[src/rtl/snoop_bus_ctrl.sv]
// Snooping bus controller for three caches and main memory: round-robin
// arbitration, snoop broadcast, response collection and memory sequencing.
module snoop_bus_ctrl #(
  parameter int ADDR_W = 4,
  parameter int DATA_W = 4
) (
  input  logic                  clock,
  input  logic                  reset,
  input  logic [2:0]            req,
  input  logic [5:0]            req_op,
  input  logic [3*ADDR_W-1:0]   req_addr,
  input  logic [3*DATA_W-1:0]   req_wdata,
  output logic [2:0]            gnt,
  output logic [1:0]            processador,
  output logic                  bus_valid,
  output logic [1:0]            bus_op,
  output logic [ADDR_W-1:0]     bus_addr,
  input  logic [2:0]            snoop_hit,
  input  logic [2:0]            snoop_dirty,
  input  logic [3*DATA_W-1:0]   snoop_data,
  output logic                  mem_req,
  output logic                  mem_we,
  output logic [ADDR_W-1:0]     mem_addr,
  output logic [DATA_W-1:0]     mem_wdata,
  input  logic [DATA_W-1:0]     mem_rdata,
  input  logic                  mem_ack,
  output logic [2:0]            done,
  output logic [DATA_W-1:0]     rdata,
  output logic                  shared,
  output logic [2:0]            state_dbg
);

  // Handshakes: req[i] is held by cache i until its one-cycle done[i] pulse;
  // mem_req with mem_we/mem_addr/mem_wdata stays stable until the cycle that
  // sees mem_ack, and the access completes in that cycle.

  typedef enum logic [2:0] {
    S_IDLE  = 3'd0,
    S_GRANT = 3'd1,
    S_BCAST = 3'd2,
    S_SNOOP = 3'd3,
    S_MEM   = 3'd4,
    S_FLUSH = 3'd5,
    S_DONE  = 3'd6
  } state_t;

  localparam logic [1:0] OP_RD_MISS = 2'b00;
  localparam logic [1:0] OP_WR_MISS = 2'b01;
  localparam logic [1:0] OP_WB      = 2'b11;

  state_t              state, state_nxt;
  logic [1:0]          rr_ptr;
  logic [1:0]          owner;
  logic [1:0]          op_r;
  logic [ADDR_W-1:0]   addr_r;
  logic [DATA_W-1:0]   wdata_r;
  logic                we_r;
  logic [DATA_W-1:0]   rdata_r;
  logic                shared_r;

  logic [1:0]          op_a    [3];
  logic [ADDR_W-1:0]   addr_a  [3];
  logic [DATA_W-1:0]   wdata_a [3];
  logic [DATA_W-1:0]   sdata_a [3];

  logic [1:0]          c0, c1, c2, win;
  logic                win_valid;
  logic [2:0]          own_mask, hit_m, dirty_m;
  logic [1:0]          src;
  logic                is_miss;

  function automatic logic [1:0] mod3_inc(input logic [1:0] v);
    return (v == 2'd2) ? 2'd0 : v + 2'd1;
  endfunction

  always_comb begin
    for (int i = 0; i < 3; i++) begin
      op_a[i]    = req_op[2*i +: 2];
      addr_a[i]  = req_addr[i*ADDR_W +: ADDR_W];
      wdata_a[i] = req_wdata[i*DATA_W +: DATA_W];
      sdata_a[i] = snoop_data[i*DATA_W +: DATA_W];
    end
  end

  // Scan order starts at rr_ptr so the last owner is checked last.
  always_comb begin
    c0 = rr_ptr;
    c1 = mod3_inc(c0);
    c2 = mod3_inc(c1);
    win_valid = |req;
    if (req[c0])      win = c0;
    else if (req[c1]) win = c1;
    else              win = c2;
  end

  always_comb begin
    own_mask = ~(3'b001 << owner);
    hit_m    = snoop_hit & own_mask;
    dirty_m  = snoop_dirty & own_mask;
    if (dirty_m[0])      src = 2'd0;
    else if (dirty_m[1]) src = 2'd1;
    else                 src = 2'd2;
    is_miss = (op_r == OP_RD_MISS) || (op_r == OP_WR_MISS);
  end

  always_ff @(posedge clock or negedge reset) begin
    if (!reset) state <= S_IDLE;
    else        state <= state_nxt;
  end

  always_comb begin
    state_nxt = state;
    case (state)
      S_IDLE:  if (win_valid) state_nxt = S_GRANT;
      S_GRANT: state_nxt = S_BCAST;
      S_BCAST: state_nxt = S_SNOOP;
      S_SNOOP: begin
        if (op_r == OP_WB)              state_nxt = S_MEM;
        else if (!is_miss)              state_nxt = S_DONE;
        else if (|dirty_m)              state_nxt = S_FLUSH;
        else                            state_nxt = S_MEM;
      end
      S_MEM:   if (mem_ack) state_nxt = S_DONE;
      S_FLUSH: if (mem_ack) state_nxt = S_DONE;
      S_DONE:  state_nxt = S_IDLE;
      default: state_nxt = S_IDLE;
    endcase
  end

  always_ff @(posedge clock or negedge reset) begin
    if (!reset) begin
      rr_ptr   <= 2'd0;
      owner    <= 2'd0;
      op_r     <= 2'd0;
      addr_r   <= '0;
      wdata_r  <= '0;
      we_r     <= 1'b0;
      rdata_r  <= '0;
      shared_r <= 1'b0;
    end else begin
      case (state)
        S_IDLE: if (win_valid) begin
          owner   <= win;
          op_r    <= op_a[win];
          addr_r  <= addr_a[win];
          wdata_r <= wdata_a[win];
        end
        S_SNOOP: begin
          shared_r <= |hit_m;
          we_r     <= (op_r == OP_WB);
          if (is_miss && |dirty_m) rdata_r <= sdata_a[src];
        end
        S_MEM:  if (mem_ack && !we_r) rdata_r <= mem_rdata;
        S_DONE: rr_ptr <= mod3_inc(owner);
        default: ;
      endcase
    end
  end

  // Outputs decode from state, so an asynchronous reset clears them at once.
  always_comb begin
    gnt         = 3'b000;
    processador = 2'd3;
    bus_valid   = 1'b0;
    bus_op      = 2'd0;
    bus_addr    = '0;
    mem_req     = 1'b0;
    mem_we      = 1'b0;
    mem_addr    = '0;
    mem_wdata   = '0;
    done        = 3'b000;
    if (state != S_IDLE) begin
      gnt         = 3'b001 << owner;
      processador = owner;
      bus_op      = op_r;
      bus_addr    = addr_r;
    end
    bus_valid = (state == S_BCAST);
    if (state == S_MEM) begin
      mem_req  = 1'b1;
      mem_we   = we_r;
      mem_addr = addr_r;
      if (we_r) mem_wdata = wdata_r;
    end
    if (state == S_FLUSH) begin
      mem_req   = 1'b1;
      mem_we    = 1'b1;
      mem_addr  = addr_r;
      mem_wdata = rdata_r;
    end
    if (state == S_DONE) done = 3'b001 << owner;
  end

  assign rdata     = rdata_r;
  assign shared    = shared_r;
  assign state_dbg = state;

endmodule

[config.mk]
export PLATFORM = sky130hd
export DESIGN_NAME = snoop_bus_ctrl
export DESIGN_NICKNAME = d
export VERILOG_FILES = /design/src/rtl/snoop_bus_ctrl.sv
export SDC_FILE = /design/constraint.sdc
export NUM_CORES = 1
export LEC_CHECK = 0
export BUFFER_PORTS_ARGS = -buffer_cell sky130_fd_sc_hd__buf_2
export CAP_MARGIN = 25
export CORE_MARGIN = 2
export CORE_UTILIZATION = 25
export CTS_CLUSTER_DIAMETER = 200
export DETAILED_ROUTE_END_ITERATION = 12
export PLACE_DENSITY = 0.49
export SYNTH_ARGS = -nofsm -noshare
export SYNTH_HDL_FRONTEND = slang
export SYNTH_SLANG_ARGS = --single-unit
[constraint.sdc]
create_clock -name clock -period 2.2 [get_ports clock]
set_input_delay 0.44 -clock clock [delete_from_list [all_inputs] [get_ports clock]]
set_output_delay 0.44 -clock clock [all_outputs]
set_load 0.01 [all_outputs]
# Yosys cells after proc, flatten, opt, wreduce, memory -nomap -nowiden

Index checks and enable logic that the tools add are counted.

Bitwise gates (word level): 5
$lt $le $gt $ge: 4
Add/sub/neg operators: 3
Shift operators: 1
Equal/unequal tests: 15
Reductions and logical operators: 15
Div/mod/pow operators: 0
Mux-type cells: 46
$mul: 0

Operators by type and width:

| cell                  | count |
|---|---|
| $mux W4               | 14 |
| $mux W2               | 13 |
| $bmux W4 S2           | 3 |
| $pmux W3 S5           | 1 |
| $mux W3               | 4 |
| $eq A3 B3 Y1 const B  | 3 |
| $reduce_or A3 Y1      | 3 |
| $eq A2 B2 Y1 const B  | 4 |
| $pmux W4 S2           | 1 |
| $mux W1               | 7 |
| $add A2 B1 Y2 const B | 3 |
| $and A3 B3 Y3         | 2 |
| $eq A3 B2 Y1 const B  | 2 |
| $ge A3 B3 Y1 const B  | 2 |
| $lt A2 B3 Y1 const B  | 2 |
| $ne A2 B2 Y1 const B  | 3 |
| $not A2 Y3            | 2 |
| $bmux W1 S2           | 2 |
| $bmux W2 S2           | 1 |
| $reduce_and A2 Y1     | 2 |
| $eq A3 B1 Y1 const B  | 1 |
| $logic_not A3 Y1      | 1 |
| $not A3 Y3            | 1 |
| $reduce_and A3 Y1     | 1 |
| other kinds (10)      | 11 |

Register bits after elaboration: 23
Bits in latches: 0
Memories kept: 0
Bits in writable memories: 0
Memory bits (read-only): 0
Word-level logic and storage cells: 98

# Depth between registers and ports, before layout

Gate-level depths: netlist (run 1).

Word-level depth: 11
Mapped depth: 8
Mapped depth without buffers: 6

# Least setup slack after synthesis (run 1)

OpenSTA, ideal clock, no wires.

Kind: flip-flop to output port
Start point: register state[2] (netlist: state_dbg[2])
End point: output gnt[0]
Arrival: 1.319 ns
Cell stages (with the launch flop): 6
Required time: 1.760 ns
Buffers on the path: 2
Path slack: 0.441 ns
Cell sequence: dfrtp_1 > buf_2 > nor3_1 > clkbuf_1 > or2_2 > nor2_1

Longest elaborated chain between the ends: 2

RTL lines:

| element                | RTL line | RTL |
|---|---|---|
| from (decl)            | 51       | `state_t state, state_nxt;` |
| from (signal assigned) | 108      | `else state <= state_nxt;` |
| $reduce_bool A3 Y1     | 172      | `if (state != S_IDLE) begin` |
| $mux W3                | 172      |  |
| to (decl)              | 13       | `output logic [2:0] gnt,` |

Every way passes these cells.

# Worst setup path in the final report (run 1)

Start point: register state[2] (netlist: state_dbg[2])
End point: output mem_addr[1]

Longest elaborated chain between the ends: 3

RTL lines:

| element      | RTL line | RTL |
|---|---|---|
| $eq A3 B3 Y1 | 179      | `if (state == S_MEM) begin` |
| $mux W4      | 179      |  |
| $mux W4 (*)  | 185      | `if (state == S_FLUSH) begin` |
| to (decl)    | 23       | `output logic [ADDR_W-1:0] mem_addr,` |

Mark *: on every way between the ends. The rest lies on a longest branch, timed or not.

==> results of run 1 <==
through the flow:
step | hold slack [ns] | worst slack (ns) | cells | util (%)
after floorplan | 0.1444 | 0.4413 | 191 | -
after global routing | 0.1742 | 0.03405 | 356 | 35.36
after global placement | 0.4595 | 0.1949 | 352 | 34.56
final | 0.1403 | 0.2001 | 356 | 35.36
after CTS | 0.1626 | 0.09898 | 356 | 35.29
after detailed placement | 0.4569 | 0.1071 | 352 | 34.56
power groups by stage:
stage	registers [W]	logic [W]	clock network, W
after floorplan	0.000807	0.00114	0
after global placement	0.000845	0.00167	0
after detailed placement	0.000852	0.00167	0
after CTS	0.000841	0.00167	0.000277
after global routing	0.000885	0.00185	0.000298
final	0.000844	0.00165	0.000273
state kept, by name, indices dropped and copies added (netlist names):
register and count:
addr_r 4, rdata 4, wdata_r 4, state_dbg 3, c0 2, op_r 2, owner 2, shared 1
we_r 1
cell type report:
type | count | area (µm²) | area share (%)
clock inverter | 1 | 5.005 | 0.2216
timing repair buffer | 97 | 503.0 | 22.27
inverter | 5 | 20.02 | 0.8864
tap | 77 | 96.34 | 4.266
sequential | 23 | 575.6 | 25.48
clock buffer | 3 | 41.29 | 1.828
multi-input combinational | 150 | 1017 | 45.04
per-layer routing:
| metal | GRT usage (%) | vias to the layer above | routed length (µm) |
|---|---|---|---|
| met1 | 19.58 | 766 | 2477 |
| met2 | 21.80 | 63 | 2187 |
| met3 | 2.502 | 4 | 382 |
| met5 | 0 | - | 0 |
| met4 | 4.329 | 0 | 54 |
| li1 | - | 862 | - |
cells by family (layout without fill, tap and decap cells):
family / Yosys count / in the layout / synth area share (%)
buffers and inverters: 18 / 106 / 4.958
muxes: 10 / 10 / 7.363
AOI/OAI and AO/OA: 54 / 54 / 24.34
and+or+nand+nor: 86 / 86 / 28.78
DFF: 23 / 23 / 34.56
how the worst max path moves through the flow:
stage                 start          end  slack (ns)  depth (start not counted)
2_1_floorplan  state_dbg[2]       gnt[0]        0.44                          5
3_3_place_gp         req[0]   wdata_r[0]        0.19                          6
3_5_place_dp         req[0]   wdata_r[2]        0.11                          6
4_1_cts        state_dbg[2]    bus_op[0]         0.1                          4
5_1_grt               c0[0]   wdata_r[2]        0.03                          5
6_report       state_dbg[2]  mem_addr[1]        0.20                          4
cells in the final DEF (no fill, tap or decap), types with 2 or more instances in the layout:
| cell | n |
|---|---|
| nand3b_1 | 2 |
| or2_2 | 2 |
| a211oi_1 | 10 |
| o21ai_0 | 9 |
| inv_1 | 4 |
| and2_1 | 8 |
| nor2_1 | 22 |
| nor3b_1 | 12 |
| buf_4 | 7 |
| nor3_1 | 3 |
| clkinv_2 | 2 |
| buf_2 | 90 |
| nor2b_1 | 10 |
| dfrtp_1 | 23 |
| o31ai_1 | 10 |
| a31oi_1 | 4 |
| nand2b_1 | 5 |
| mux2i_1 | 4 |
| nand2_1 | 16 |
| mux2_2 | 2 |
| a22oi_1 | 5 |
| clkbuf_8 | 3 |
| mux2_4 | 4 |
| a21o_1 | 4 |
critical path, delay by kind of cell, from the launching register on:
kind,cells,cell delay [ns]
flip-flops,1,0.50
AND/OR/NAND/NOR,2,0.48
buffers and inverters,2,0.31
==> results.sh, run 1 <==
export IMPL_start_util_pct=26.08
export IMPL_drv_slew=0
export IMPL_hold_viol_final=0
export IMPL_via_per_inst=4.761
export IMPL_post_cts_resized=0
export IMPL_overflow=0
export IMPL_clkPwrFrac_pct=9.9
export IMPL_synth_common_cells="dfrtp_1 (23), nor2_1 (22), nand2_1 (16)"
export IMPL_netlist_area_mm2=0.001665
export IMPL_combPwrFrac_pct=59.7
export IMPL_synth_top_area_cell="dfrtp_1"
export IMPL_cp_data_arrival_time_ns=1.56
export IMPL_ios=91
export IMPL_syn_to_final_growth_pct=35.61
export IMPL_max_stage_delay_ns=0.50
export IMPL_setup_violations=0
export IMPL_cts_setup_buffers=0
export IMPL_nets=338
export IMPL_status="finished clean"
export IMPL_wirelength_um=5101
export IMPL_synth_edf_count=0
export IMPL_firstDrtPassIters=4
export IMPL_power_internal_w=0.001529
export IMPL_dp_hpwl_um=4099
export IMPL_worst_clock_skew_ns=0.007149
export IMPL_synth_nets=249
export IMPL_start_kind="flop"
export IMPL_ys_types=40
export IMPL_p_sw_share_pct=44.81
export IMPL_drc=0
export IMPL_ctsHoldBuffers=0
export IMPL_timing_fmax_mhz=500.0
export IMPL_power_leakage_nw=1.141
export IMPL_period_minus_slack_ns=2.000
export IMPL_reg2reg_depth=5
export IMPL_cp_end_kind="primary output"
export IMPL_path_clk_slew_ns=0.09
export IMPL_drive_above_1_share_pct=42.29
export IMPL_clockBufferDepth=2
export IMPL_tightest_slew_ns=0.7121
export IMPL_power_frac_seq_pct=30.5
export IMPL_gp_congestion=0.7795
export IMPL_synth_area_leaders="dfrtp_1 (35%), nor3b_1 (5.4%), nor2_1 (5.0%)"
export IMPL_power_w=0.002770
export IMPL_clock_sinks=23
export IMPL_chipHeight_um=85.62
export IMPL_switching_power_w=0.001241
export IMPL_wl_per_cell_um=14.33
export IMPL_grt_pass1_wl_um=8142
export IMPL_n_fill_cell=712
export IMPL_cp_cell_sequence="nand2b_1 -> clkinv_2 -> and2_1 -> buf_2"
export IMPL_antenna_found_initial=0
export IMPL_tns_ns=0
export IMPL_postRouteAntennaNets=0
export IMPL_syn_inst=191
export IMPL_reg2reg_to="op_r[1]"
export IMPL_yosysMostFrequentCell="dfrtp_1"
export IMPL_design_core_area_mm2=0.006386
export IMPL_num_rows=29
export IMPL_synth_top_area_share_pct=34.56
export IMPL_ir_drop_v=0.0003971
export IMPL_grt_pass1_vias=1663
export IMPL_final_area_mm2=0.002258
export IMPL_grt_max_degree=25
export IMPL_hp_class="in -> async"
export IMPL_synthArstFlopShare_pct=100.0
export IMPL_grt_use_total_pct=13.94
export IMPL_cts_tree="done"
export IMPL_crit_type="reg -> out"
export IMPL_period_share_pct=90.90
export IMPL_yosysSeqAreaShare_pct=34.56
export IMPL_slew_limit_headroom_pct=52.43
export IMPL_first_iter_violations=84
export IMPL_drv_cap=0
export IMPL_design_die_area_mm2=0.007330
export IMPL_n_antenna_cell=0
export IMPL_synth_avg_cell_area_um2=8.719
export IMPL_rsz0062_at_grt="false"
export IMPL_detailed_place_area_mm2=0.002207
export IMPL_crit_fanout=10
export IMPL_rrSetupSlack_ns=0.27
export IMPL_io_buffers=90
export IMPL_power_density_mw_per_mm2=1226
export IMPL_yosysWarnings=0
export IMPL_worstPathRequired_ns=1.76
export IMPL_die_x_um=85.62
export IMPL_vias=1695
export IMPL_r2r_start="c0[0]"
export IMPL_ctsHtreeMaxLevel=1
export IMPL_synth_top_flop_cell="dfrtp_1"
export IMPL_slowest_stage="dfrtp_1"
export IMPL_ys_ff_latch=23
export IMPL_cts_root_buf="clkbuf_8"
export IMPL_clk_latency_ns=0.27
export IMPL_cts_buffers=3
Note: power is estimated with default switching activity, not from simulation.
==> inputs of run 2 (changes only) <==
--- a/config.mk
+++ b/config.mk
@@ -7,3 +7,3 @@
 export LEC_CHECK = 0
-export BUFFER_PORTS_ARGS = -buffer_cell sky130_fd_sc_hd__buf_2
+export BUFFER_PORTS_ARGS = -buffer_cell sky130_fd_sc_hd__buf_4
 export CAP_MARGIN = 25
@@ -11,3 +11,3 @@
 export CORE_UTILIZATION = 25
-export CTS_CLUSTER_DIAMETER = 200
+export CTS_CLUSTER_DIAMETER = 40
 export DETAILED_ROUTE_END_ITERATION = 12
==> constraint.sdc (replaced) <==
create_clock -name clock -period 2.2 [get_ports clock]
set_input_delay 0.33 -clock clock [delete_from_list [all_inputs] [get_ports clock]]
set_output_delay 0.33 -clock clock [all_outputs]
set_load 0.01 [all_outputs]
==> run 2 against run 1 <==
Compared with the run above:
- worst hold slack gained 0.21 ns
- fmax increased by 1.6%
- non-clock buffer count up 2
- design area rose by 11%
- sequential share of layout area shrank 2.5 points
- die area is the same
- sequential cell count did not move
- utilization is 3.8 points higher
- wire length rose by 1.6%
- global-route usage grew 0.50 points
- cell count increased by 0.56%
- register-to-register slack improved by 0.11 ns
==> results.sh, run 2 (synthesis results as in run 1) <==
export IMPL_design_die_area_mm2=0.007330
export IMPL_drc=0
export IMPL_cts_setup_buffers=0
export IMPL_firstDrtPassIters=4
export IMPL_overflow=0
export IMPL_io_buffers=90
export IMPL_power_leakage_nw=1.204
export IMPL_first_iter_violations=44
export IMPL_final_cell_mix="buf_4 (98), dfrtp_1 (23), nor2_1 (22), nand2_1 (16), nor3b_1 (12)"
export IMPL_tns_ns=0
export IMPL_period_share_pct=89.44
export IMPL_crit_fanout=11
export IMPL_period_minus_slack_ns=1.968
export IMPL_clock_sinks=23
export IMPL_slew_limit_headroom_pct=73.38
export IMPL_drv_cap=0
export IMPL_postRouteAntennaNets=0
export IMPL_syn_to_final_growth_pct=50.04
export IMPL_grt_pass1_vias=1724
export IMPL_antenna_found_initial=0
export IMPL_fin_cells=358
export IMPL_detailed_place_area_mm2=0.002440
export IMPL_rrSetupSlack_ns=0.38
export IMPL_status="finished clean"
export IMPL_chipHeight_um=85.62
export IMPL_placed_cells=353
export IMPL_min_from="req_wdata[10]"
export IMPL_num_rows=29
export IMPL_ctsHtreeMaxLevel=1
export IMPL_crit_type="reg -> out"
export IMPL_cts_root_buf="clkbuf_8"
export IMPL_ios=91
export IMPL_reg2reg_depth=5
export IMPL_hold_viol_final=0
export IMPL_power_density_mw_per_mm2=1179
export IMPL_ir_drop_v=0.0003615
export IMPL_clockBufferDepth=2
export IMPL_dp_hpwl_um=4233
export IMPL_drv_slew=0
export IMPL_multiInputGateArea_mm2=0.001012
export IMPL_design_core_area_mm2=0.006386
export IMPL_grt_pass1_wl_um=8618
export IMPL_path_clk_slew_ns=0.09
export IMPL_n_fill_cell=697
export IMPL_nets=340
export IMPL_grt_max_degree=25
export IMPL_min_to="wdata_r[2]"
export IMPL_reg2reg_to="addr_r[2]"
export IMPL_gp_congestion=0.7169
export IMPL_start_util_pct=26.08
export IMPL_wirelength_um=5183
export IMPL_setup_slack_ns=0.2323
export IMPL_vias=1724
export IMPL_timing_fmax_mhz=508.2
export IMPL_r2r_start="c0[1]"
export IMPL_cp_data_arrival_time_ns=1.64
export IMPL_power_w=0.002946
export IMPL_final_common_cell="buf_4"
export IMPL_hold_depth=3
export IMPL_worstPathRequired_ns=1.87
export IMPL_tightest_slew_ns=0.3993
export IMPL_wl_per_cell_um=14.48
export IMPL_cts_buffers=3
export IMPL_clk_latency_ns=0.26
export IMPL_final_area_mm2=0.002499
export IMPL_setup_violations=0
export IMPL_die_x_um=85.62
export IMPL_n_antenna_cell=0
export IMPL_grt_use_total_pct=14.44
export IMPL_start_kind="flop"
export IMPL_drive_above_1_share_pct=41.99
export IMPL_hp_class="in -> reg"
export IMPL_seqCellArea_um2=575.6
export IMPL_cts_tree="done"
export IMPL_worst_clock_skew_ns=0.001534
export IMPL_rsz0062_at_grt="false"
export IMPL_cp_end_kind="primary output"
export IMPL_via_per_inst=4.816
export IMPL_dpl_worst_slack_ns=0.3149
-- run 2: cell types whose count changed in the layout (fill, tap and decap cells not counted) --
cell,before,now
buf_4,7,98
buf_2,90,0
clkinv_2,2,1
clkinvlp_4,0,1
dlygate4sd3_1,0,1
nor3_1,3,4
nor3_2,1,0
-- run 2: area by class of cell --
class	instances	area share, %
Clock buffer	3	1.652
Clock inverter	1	0.3005
Sequential cell	23	23.03
Timing Repair Buffer	99	29.84
Multi-Input combinational cell	150	40.51
Inverter	5	0.8012
Tap cell	77	3.856
-- run 2: power by group --
group	switching [W]	leakage, nW	internal, W
logic	0.000868	0.896	0.000928
registers	0.000249	0.286	0.000625
clock network	0.000148	0.0217	0.000128
total	0.00126	1.20	0.00168
-- run 2: worst max path at each step --
stage	startpoint	endpoint	slack [ns]	cells past startpoint
global route	state_dbg[0]	mem_wdata[1]	0.05	5
CTS	state_dbg[0]	gnt[0]	0.20	5
finish	state_dbg[0]	gnt[0]	0.23	5
detailed placement	req[2]	addr_r[2]	0.31	6
global placement	req[2]	addr_r[2]	0.31	6
floorplan	state_dbg[1]	rdata[0]	0.48	6
-- run 2: routing by layer --
layer | global-route usage, % | routed length, µm | vias up
li1 | - | - | 874
met1 | 19.81 | 2395 | 785
met2 | 23.93 | 2377 | 63
met3 | 3.080 | 379 | 2
met4 | 2.165 | 31 | 0
met5 | 0 | 0 | -
-- run 2: what timing repair did --
item / in CTS / in global routing
endpoints found under the hold margin: 23 / 0
hold buffers: 1 / 0
resized for setup: 0 / 0
-- run 2: critical path, stage by stage (launching register included) --
cell and delay [ns]:
dfrtp_1 0.55, nor3_1 0.10, buf_4 0.19, or2_2 0.30
nor2_1 0.10, buf_4 0.13
-- run 2: metrics by stage --
stage / hold WS [ns] / util [%]
after floorplan: 0.03441 / -
after global placement: 0.2549 / 38.21
after detailed placement: 0.2544 / 38.21
after CTS: 0.3530 / 39.13
after global routing: 0.3609 / 39.13
final: 0.3542 / 39.13
==> inputs of run 3 (changes only) <==
- clock period: 2.2 -> 2.5 ns (I/O delays scaled with it)
==> run 3 against run 2 <==
Compared with the run above:
- the run now ends with hold timing left
- register-to-register slack improved by 0.25 ns
- non-clock buffer count is 3 lower
- wire length down 2.3%
- power fell by 13%
- die area unchanged
- worst hold slack got worse by 0.37 ns
- clock skew increased by 0.0036 ns
- critical path type unchanged
- largest power group unchanged
- sequential share of layout area rose by 0.26 points
- global-route usage decreased by 0.26 points
==> results.sh, run 3 (synthesis results as in run 1) <==
export IMPL_drv_cap=0
export IMPL_via_per_inst=4.654
export IMPL_tns_ns=0
export IMPL_clockBufferDepth=2
export IMPL_drive_above_1_share_pct=41.73
export IMPL_chipHeight_um=85.62
export IMPL_final_common_cell="buf_4"
export IMPL_final_cell_mix="buf_4 (96), dfrtp_1 (23), nor2_1 (22), nand2_1 (16), nor3b_1 (12)"
export IMPL_gp_congestion=0.7548
export IMPL_dp_hpwl_um=4109
export IMPL_cts_tree="done"
export IMPL_start_util_pct=26.08
export IMPL_vias=1652
export IMPL_period_minus_slack_ns=2.051
export IMPL_antenna_found_initial=0
export IMPL_ctsHtreeMaxLevel=1
export IMPL_violations="hold timing"
export IMPL_switching_power_w=0.001087
export IMPL_overflow=0
export IMPL_path_clk_slew_ns=0.09
export IMPL_ctsHoldBuffers=0
export IMPL_clock_sinks=23
export IMPL_ir_drop_v=0.0004100
export IMPL_timing_fmax_mhz=487.5
export IMPL_combPwrFrac_pct=60.3
export IMPL_crit_fanout=9
export IMPL_power_frac_seq_pct=30.3
export IMPL_rsz0062_at_grt="false"
export IMPL_design_core_area_mm2=0.006386
export IMPL_start_kind="flop"
export IMPL_setup_slack_ns=0.4486
export IMPL_setup_violations=0
export IMPL_die_x_um=85.62
export IMPL_cts_setup_buffers=0
export IMPL_detailed_place_area_mm2=0.002425
export IMPL_postRouteAntennaNets=0
export IMPL_power_internal_w=0.001464
export IMPL_slew_limit_headroom_pct=73.05
export IMPL_cp_data_arrival_time_ns=1.68
export IMPL_status="complete, but fails checks"
export IMPL_firstDrtPassIters=4
export IMPL_n_fill_cell=678
export IMPL_clk_latency_ns=0.27
export IMPL_tightest_slew_ns=0.4043
export IMPL_nets=337
export IMPL_crit_type="reg -> out"
export IMPL_cts_buffers=3
export IMPL_worst_clock_skew_ns=0.005095
export IMPL_power_leakage_nw=1.195
export IMPL_grt_max_degree=25
export IMPL_clkPwrFrac_pct=9.4
export IMPL_first_iter_violations=56
export IMPL_ios=91
export IMPL_design_die_area_mm2=0.007330
export IMPL_grt_pass1_wl_um=8349
export IMPL_drc=0
export IMPL_power_density_mw_per_mm2=1032
export IMPL_reg2reg_depth=5
export IMPL_hp_class="in -> async"
export IMPL_worstPathRequired_ns=2.12
export IMPL_grt_use_total_pct=14.19
export IMPL_num_rows=29
export IMPL_hold_viol_final=23
export IMPL_dpl_worst_slack_ns=0.5145
export IMPL_drv_slew=0
export IMPL_post_cts_resized=0
export IMPL_final_area_mm2=0.002471
export IMPL_period_share_pct=82.06
export IMPL_hold_ws_ns=-0.01280
export IMPL_cp_end_kind="primary output"
export IMPL_grt_pass1_vias=1672
export IMPL_p_sw_share_pct=42.61
export IMPL_io_buffers=90
export IMPL_cts_root_buf="clkbuf_8"
export IMPL_n_antenna_cell=0
export IMPL_syn_to_final_growth_pct=48.38
export IMPL_wirelength_um=5063
export IMPL_wl_per_cell_um=14.26
run 3: changes by cell type in the layout (fill, tap and decap cells not counted), sizes merged:
cell,delta
buf,-2
clkinv,+1
clkinvlp,-1
dlygate4sd3,-1
run 3: critical path, stage by stage (launching register included):
cell and delay [ns]:
dfrtp_1 0.55, nand2b_1 0.34, clkinv_2 0.19, and2_1 0.19, buf_4 0.14
run 3: path summary, 6_finish.rpt:
check | startpoint | endpoint | slack [ns]
worst max-delay path | state_dbg[1] | mem_addr[1] | 0.45
worst min-delay path | reset | rdata[3] | -0.01
worst max register to register | state_dbg[1] | rdata[3] | 0.63
worst min register to register | shared | shared | 0.49
max in group asynchronous | reset | owner[0] | 2.27
min in group clock | req_wdata[11] | wdata_r[3] | 0.40
run 3: cell type report:
cell class | count | area [µm²] | area share, %
well taps | 77 | 96.34 | 3.899
clock inverters | 1 | 5.005 | 0.2025
clock buffers | 3 | 41.29 | 1.671
repair buffers | 96 | 720.7 | 29.16
inverters | 5 | 20.02 | 0.8101
flip-flops and latches | 23 | 575.6 | 23.29
multi-input cells | 150 | 1012 | 40.96
run 3: through the flow:
stage	util [%]	instances	power [W]
final	38.70	355	0.002551
after global routing	38.70	355	0.002806
after CTS	38.70	355	0.002588
after detailed placement	37.97	351	0.002345
after global placement	37.97	351	0.002337
after floorplan	-	191	0.001710
run 3: power groups by stage:
stage | combinational [W] | sequential, W | clock [W]
2_1_floorplan | 0.00100 | 0.000710 | 0
3_3_place_gp | 0.00156 | 0.000779 | 0
3_5_place_dp | 0.00156 | 0.000785 | 0
4_1_cts | 0.00156 | 0.000777 | 0.000248
5_1_grt | 0.00173 | 0.000817 | 0.000264
6_report | 0.00154 | 0.000773 | 0.000241
run 3: layer usage:
metal	vias to the layer above	global-route usage, %	part of all wire (%)
li1	865	-	-
met1	724	20.27	49
met2	58	21.59	43
met3	5	2.887	6.8
met4	0	4.185	1.1
met5	-	0	0
